===== src/rtl/hdmi_src_switch_ctrl_pkg.sv =====
// Shared types for the HDMI source-switch sequencer: state codes, the
// registered control-output bundle, and the per-state output decode.
package hdmi_src_switch_ctrl_pkg;

  typedef enum logic [2:0] {
    ST_IDLE      = 3'd0,
    ST_MUTE      = 3'd1,
    ST_BLANK     = 3'd2,
    ST_PLL_RST   = 3'd3,
    ST_WAIT_LOCK = 3'd4,
    ST_SETTLE    = 3'd5,
    ST_UNMUTE    = 3'd6,
    ST_FAIL      = 3'd7
  } state_e;

  typedef struct packed {
    logic pll_rst;
    logic blank;
    logic audio_mute;
    logic busy;
  } ctrl_out_t;

  // Matches the PLL_RST state, which is where reset parks the FSM.
  localparam ctrl_out_t RST_OUT = '{pll_rst: 1'b1, blank: 1'b1, audio_mute: 1'b1, busy: 1'b1};

  function automatic ctrl_out_t state_outs(input state_e s);
    ctrl_out_t o;
    o = '{pll_rst: 1'b0, blank: 1'b1, audio_mute: 1'b1, busy: 1'b1};
    case (s)
      ST_IDLE: begin
        o.blank      = 1'b0;
        o.audio_mute = 1'b0;
        o.busy       = 1'b0;
      end
      ST_MUTE, ST_UNMUTE: o.blank   = 1'b0;
      ST_PLL_RST:         o.pll_rst = 1'b1;
      ST_FAIL:            o.busy    = 1'b0;
      default: ;
    endcase
    return o;
  endfunction

endpackage


===== src/rtl/hdmi_sync_bit.sv =====
// Two-flop synchronizer for a single asynchronous level into the clk domain.
module hdmi_sync_bit (
  input  logic clk,
  input  logic reset_n,
  input  logic d,
  output logic q
);

  logic meta_q, sync_q;

  always_ff @(posedge clk or negedge reset_n) begin
    if (!reset_n) begin
      meta_q <= 1'b0;
      sync_q <= 1'b0;
    end else begin
      meta_q <= d;
      sync_q <= meta_q;
    end
  end

  assign q = sync_q;

endmodule


===== src/rtl/hdmi_src_switch_ctrl.sv =====
// Sequences a glitch-free VGA/FT source switch: mute, blank, flip select,
// PLL reset + lock qualification with retries, frame settle, unblank, unmute.
module hdmi_src_switch_ctrl
  import hdmi_src_switch_ctrl_pkg::*;
#(
  parameter int unsigned PLL_RST_CYCLES = 16,
  parameter int unsigned LOCK_FILTER    = 64,
  parameter int unsigned LOCK_TIMEOUT   = 65535,
  parameter int unsigned MAX_RETRIES    = 3,
  parameter int unsigned SETTLE_FRAMES  = 2,
  parameter int unsigned VS_TIMEOUT     = 1048575,
  parameter logic        VS_ACTIVE      = 1'b1
) (
  input  logic clk,
  input  logic reset_n,
  input  logic sel_req,
  input  logic pll_locked,
  input  logic vsync,
  output logic src_sel,
  output logic pll_rst,
  output logic blank,
  output logic audio_mute,
  output logic busy,
  output logic lock_err
);

  localparam int unsigned TMR_MAX =
    (VS_TIMEOUT > LOCK_TIMEOUT) ? ((VS_TIMEOUT > PLL_RST_CYCLES) ? VS_TIMEOUT : PLL_RST_CYCLES)
                                : ((LOCK_TIMEOUT > PLL_RST_CYCLES) ? LOCK_TIMEOUT : PLL_RST_CYCLES);
  localparam int TMR_W = $clog2(TMR_MAX + 1);
  localparam int LCK_W = $clog2(LOCK_FILTER + 1);
  localparam int FRM_W = $clog2(SETTLE_FRAMES + 1);
  localparam int RTY_W = $clog2(MAX_RETRIES + 1);

  state_e           state_q, state_d;
  logic [TMR_W-1:0] tmr_q, tmr_d;
  logic [LCK_W-1:0] lck_q, lck_d;
  logic [FRM_W-1:0] frm_q, frm_d;
  logic [RTY_W-1:0] rty_q, rty_d, rty_inc;
  logic             src_sel_q, src_sel_d;
  logic             lock_err_q, lock_err_d;
  logic             vs_q;
  ctrl_out_t        outs_q, outs_d;

  logic sel_sync, lock_sync, vs_edge, vs_tmo, lock_ok, frame;

  hdmi_sync_bit u_sel_sync  (.clk(clk), .reset_n(reset_n), .d(sel_req),    .q(sel_sync));
  hdmi_sync_bit u_lock_sync (.clk(clk), .reset_n(reset_n), .d(pll_locked), .q(lock_sync));

  assign vs_edge = (vsync == VS_ACTIVE) && (vs_q != VS_ACTIVE);
  assign vs_tmo  = (tmr_q == TMR_W'(VS_TIMEOUT - 1));
  assign frame   = vs_edge || vs_tmo;
  assign lock_ok = lock_sync && (lck_q == LCK_W'(LOCK_FILTER - 1));
  assign rty_inc = rty_q + RTY_W'(1);

  always_ff @(posedge clk or negedge reset_n) begin
    if (!reset_n) begin
      state_q    <= ST_PLL_RST;
      tmr_q      <= '0;
      lck_q      <= '0;
      frm_q      <= '0;
      rty_q      <= '0;
      src_sel_q  <= 1'b0;
      lock_err_q <= 1'b0;
      vs_q       <= ~VS_ACTIVE;
      outs_q     <= RST_OUT;
    end else begin
      state_q    <= state_d;
      tmr_q      <= tmr_d;
      lck_q      <= lck_d;
      frm_q      <= frm_d;
      rty_q      <= rty_d;
      src_sel_q  <= src_sel_d;
      lock_err_q <= lock_err_d;
      vs_q       <= vsync;
      outs_q     <= outs_d;
    end
  end

  // A pending source request always wins over lock-loss recovery.
  always_comb begin
    state_d    = state_q;
    rty_d      = rty_q;
    src_sel_d  = src_sel_q;
    lock_err_d = lock_err_q;
    case (state_q)
      ST_IDLE: begin
        if (sel_sync != src_sel_q) state_d = ST_MUTE;
        else if (!lock_sync)       state_d = ST_BLANK;
      end
      ST_MUTE:   if (frame) state_d = ST_BLANK;
      ST_BLANK: begin
        src_sel_d = sel_sync;
        rty_d     = '0;
        state_d   = ST_PLL_RST;
      end
      ST_PLL_RST: if (tmr_q == TMR_W'(PLL_RST_CYCLES - 1)) state_d = ST_WAIT_LOCK;
      ST_WAIT_LOCK: begin
        if (lock_ok) begin
          state_d    = ST_SETTLE;
          lock_err_d = 1'b0;
        end else if (tmr_q == TMR_W'(LOCK_TIMEOUT - 1)) begin
          rty_d = rty_inc;
          if (rty_inc < RTY_W'(MAX_RETRIES)) begin
            state_d = ST_PLL_RST;
          end else begin
            state_d    = ST_FAIL;
            lock_err_d = 1'b1;
          end
        end
      end
      ST_SETTLE: begin
        if (!lock_sync)                                         state_d = ST_PLL_RST;
        else if (frame && frm_q == FRM_W'(SETTLE_FRAMES - 1))   state_d = ST_UNMUTE;
      end
      ST_UNMUTE: if (frame) state_d = ST_IDLE;
      ST_FAIL: begin
        if (sel_sync != src_sel_q) begin
          state_d = ST_BLANK;
        end else if (lock_ok) begin
          state_d    = ST_SETTLE;
          lock_err_d = 1'b0;
        end
      end
      default: state_d = ST_PLL_RST;
    endcase
  end

  // Every counter restarts from zero whenever the state changes.
  always_comb begin
    tmr_d = '0;
    lck_d = '0;
    frm_d = frm_q;
    if (state_d != state_q) begin
      frm_d = '0;
    end else begin
      case (state_q)
        ST_MUTE, ST_PLL_RST, ST_WAIT_LOCK, ST_UNMUTE: tmr_d = tmr_q + TMR_W'(1);
        ST_SETTLE: begin
          if (frame) frm_d = frm_q + FRM_W'(1);
          else       tmr_d = tmr_q + TMR_W'(1);
        end
        default: ;
      endcase
      if (state_q == ST_WAIT_LOCK || state_q == ST_FAIL)
        lck_d = lock_sync ? lck_q + LCK_W'(1) : '0;
    end
  end

  always_comb begin
    outs_d = state_outs(state_d);
  end

  assign src_sel    = src_sel_q;
  assign pll_rst    = outs_q.pll_rst;
  assign blank      = outs_q.blank;
  assign audio_mute = outs_q.audio_mute;
  assign busy       = outs_q.busy;
  assign lock_err   = lock_err_q;

endmodule


===== config.mk =====
export PLATFORM = sky130hd
export DESIGN_NAME = hdmi_src_switch_ctrl
export DESIGN_NICKNAME = d
export VERILOG_FILES = /design/src/rtl/hdmi_src_switch_ctrl_pkg.sv /design/src/rtl/hdmi_sync_bit.sv /design/src/rtl/hdmi_src_switch_ctrl.sv
export SDC_FILE = /design/constraint.sdc
export NUM_CORES = 1
export LEC_CHECK = 0
export ABC_AREA = 1
export BUFFER_PORTS_ARGS = -buffer_cell sky130_fd_sc_hd__buf_2
export CAP_MARGIN = 10
export CORE_MARGIN = 2
export CORE_UTILIZATION = 65
export CTS_CLUSTER_SIZE = 16
export DETAILED_ROUTE_END_ITERATION = 12
export GPL_TIMING_DRIVEN = 0
export PLACE_DENSITY = 0.83
export RECOVER_POWER = 100
export SLEW_MARGIN = 0
export SYNTH_ARGS = -nofsm -noshare
export SYNTH_HDL_FRONTEND = slang
export SYNTH_SLANG_ARGS = --single-unit

===== constraint.sdc =====
create_clock -name clk -period 5.65 [get_ports clk]
set_clock_uncertainty 0.1 [all_clocks]
set_input_delay 0.2825 -clock clk [delete_from_list [all_inputs] [get_ports clk]]
set_output_delay 0.2825 -clock clk [all_outputs]
set_load 0.01 [all_outputs]

==> results.md <==
* Setup-failing EPs final at 0
* Hold Slack at roughly 32 ps
* Syn Area/Cell at between 7 and 8 µm²
* DRC Markers at 0
* Cts bufs inserted at 5
* Crit-path leading delay family: buffers and inverters
* Fin crit period at 3690 ps
* Postcts setup bufs at 0
* HP Start: vsync
* Nature of the critical path endpoint: register
* Detailed-route via count at approximately 2,200
* Hold Path Depth at 1
* WL per Instance at ~12 µm
* Rel. slew slack at -0.526
* CP Launch Type: register
* Hold crit path type: in -> reg
* Hpwl dp at between 3 and 4 mm
* Status: complete, but fails checks
* Most frequent cell after synthesis: nand2_1
* Leading post-synthesis cells by cell area: dfrtp_1, nand2_1, nor2_1
* Vias in the first global route at 1,995
* Post-route ant nets at 0
* TritonCTS clock tree: yes
* Leading cell types by count after synthesis: nand2_1, nor2_1, inv_1, dfrtp_1, nand3_1
* Peak supply drop at about 0.17 mV
* CP max stage cell: clkbuf_1
* Pint at roughly 470 µW
* Synthesized area at ~2700 µm²
* Synthesized flop and latch total at 45
* GRT Max-Usage Layer: met2
* Crit Reg-Reg Endpoint: tmr_q[18]$_DFF_PN0_
* Switching pwr at 120 µW
* Synth top area share at 0.365
* Die area at 4640 µm²
* Initial DRC count at about 180
* Antenna violations before repair at 0
* Final Max Slew Viols at 46
* Total grt overflow at 0
* CP max FO at 10
* Register area share after synthesis at 0.424
* Clock tree buffer depth at 2
* Starting Density at 0.673
* Measured slew at the worst slew-check pin at 2290 ps
* Clock Sinks at between 40 and 50
* Leading area contributor after synthesis: dfrtp_1
* Setup ws final at ~2000 ps
* Main synth FF type: dfrtp_1
* Grt met2 use at 0.396
* CP Cell Sequence: inv_1 > ha_1 > inv_1 > nor2_1 > nand2_1 > nor2_1 > nand2_1 > nand2_1 > nand2_1 > nand2_1 > nand2_1 > nand3_1 > nand3_1 > nand2_1 > inv_1 > nand2_1 > clkbuf_1 > clkbuf_1 > nor2_4
* PD cells at 208 nW/µm²
* Post-layout nets at between 300 and 400
* Period utilization at 0.653
* Final TNS setup at 0 ps
* Antenna Diode Count at 0
* Root Buffer: clkbuf_8
* Layout area overhead at 6.88%
* Post-Syn Nets at 360
* Reg2reg start: tmr_q[0]$_DFF_PN0_
* H-tree levels at 2
* Worst Path Buf+Inv at 5
* Die width at 68.1 µm
* Clk pwr share at 0.422
* Max Clk Rate at about 270 MHz
* Share of layout cells above drive strength 1 at 0.124
* Drt first pass iters at 5
* Die height at just under 70 µm
* RSZ-0062 raised after global routing: no
* Most frequent CP cell: nand2_1
* Post-Synthesis Cells at 350
* Crit path largest cell delay at between 900 and 1000 ps
* Clk Latency, worst-skew pair at 300 ps
* CP arrival at between 3000 and 4000 ps
* GR Util met1 at 0.332
* Setup CP Type: reg -> reg
* M3 GR Usage at 0.0444
* Combinational Power Share at 0.026
* Total track usage at 0.244
* IO Pins at 11
* Setup slack, reg-to-reg at ~2000 ps
* Max Cap Viol at 1
* Post-synth EDFFs at 0
* First-pass GRT wire length at 8.54 mm
* Pre-CTS WS at about 3100 ps
* Worst Hold Endpoint: vs_q$_DFF_PN0_
* CTS Hold Bufs at 2
* GP Congestion at about 0.88
* # rows at 23
* Total power at around 590 µW
* Leakage power at 1.35 nW
* Port Buf Inserts at 10
* Netlist cell types at 32
* Sequential power share at 0.552
* End-of-flow core utilization at 0.720
* CTS-repair resized insts at 0
* Total routed wirelength at approximately 5 mm
* Final Hold Fails at 0
* Largest net degree at the start of global routing at 46
* R2R cell count at 19
* Worst path required time at 5700 ps
* Synth async-reset ratio at 1.00
* Yosys warnings at 0
* Failing checks: max-capacitance violations, max-slew violations
* Core ar. at 3970 µm²
* Clk pin slew, worst setup/hold paths at about 80 ps
* Sw frac at 0.203
* Via density at between 5 and 6
==> sequential cells by signal, indices dropped and copies added (netlist names), 2 cells and up <==
signal,flops
frm_q,2
tmr_q,20
rty_q,2
lck_q,7
state_q,3
==> area by class of cell <==
type | instances | area (µm²)
buffer | 6 | 23.8
clock buffer | 6 | 82.6
clock inverter | 2 | 37.5
fill | 320 | 1110
inverter | 46 | 173
multi-input combinational | 253 | 1280
sequential | 45 | 1130
tap | 50 | 62.6
timing repair buffer | 12 | 60.1
==> power groups by stage <==
stage          registers [mW]  logic (mW)  clock network (mW)
2_1_floorplan           0.334     0.00672                   0
3_3_place_gp            0.334      0.0152                   0
3_5_place_dp            0.334      0.0156                   0
4_1_cts                 0.328      0.0168               0.256
5_1_grt                 0.329      0.0183               0.269
6_report                0.328      0.0154               0.251
==> worst register-to-register path: stages, from the launching register on <==
cell	delay (ps)
dfrtp_1	400
inv_1	110
ha_1	150
inv_1	40
nor2_1	90
nand2_1	60
nor2_1	270
nand2_1	140
nand2_1	210
nand2_1	120
nand2_1	70
nand2_1	70
nand3_1	130
nand3_1	80
nand2_1	70
inv_1	40
nand2_1	70
clkbuf_1	370
clkbuf_1	950
nor2_4	0
==> cells by family (layout without fill, tap and decap cells) <==
kind of cell,after synthesis,count (layout),share of synthesized area
buf+inv,52,72,0.0833
compound gates,29,29,0.0622
fa+ha+maj,5,5,0.0234
simple gates,212,212,0.384
xor+xnor,7,7,0.0229
flops,45,45,0.424
==> placed cells by master, fill, tap and decap left out <==
master	count
nand2_1	76
nor2_1	60
inv_1	45
dfrtp_1	39
nand3_1	29
o21ai_0	14
clkbuf_1	13
nor2_4	10
nand2_2	9
nand4_1	9
nor3_1	6
a21oi_1	6
or2_2	6
xor2_1	6
dfstp_2	6
clkbuf_8	6
ha_1	5
buf_2	3
nor4_1	3
nor2_2	2
nand3b_1	2
o211ai_1	2
o21a_1	2
dlygate4sd3_1	2
xnor2_1	1
inv_2	1
o21ai_1	1
o21bai_1	1
a31o_2	1
a21boi_0	1
o31ai_1	1
clkinvlp_4	1
bufinv_16	1
==> metal layers <==
layer	vias to the layer above	share of wire
met4	0	0.012
met1	1012	0.47
li1	1142	-
met2	43	0.47
met5	-	0
met3	9	0.044
==> worst max path at each step <==
stage / from / end / cells past startpoint / slack (ps)
2_1_floorplan: tmr_q[0]$_DFF_PN0_ / tmr_q[10]$_DFF_PN0_ / 19 / 3540
3_3_place_gp: state_q[0]$_DFF_PN1_ / tmr_q[16]$_DFF_PN0_ / 8 / 3150
3_5_place_dp: state_q[0]$_DFF_PN1_ / tmr_q[13]$_DFF_PN0_ / 8 / 3100
4_1_cts: tmr_q[0]$_DFF_PN0_ / tmr_q[13]$_DFF_PN0_ / 12 / 3100
5_1_grt: tmr_q[0]$_DFF_PN0_ / tmr_q[17]$_DFF_PN0_ / 19 / 1580
6_report: tmr_q[0]$_DFF_PN0_ / tmr_q[18]$_DFF_PN0_ / 19 / 1960
==> through the flow <==
stage	std cells	area, µm²
floorplan	350	2670
global placement	410	2790
detailed placement	410	2790
CTS	420	2930
global route	420	2860
finish	420	2860
No activity file was read; power rests on OpenSTA's default activity.
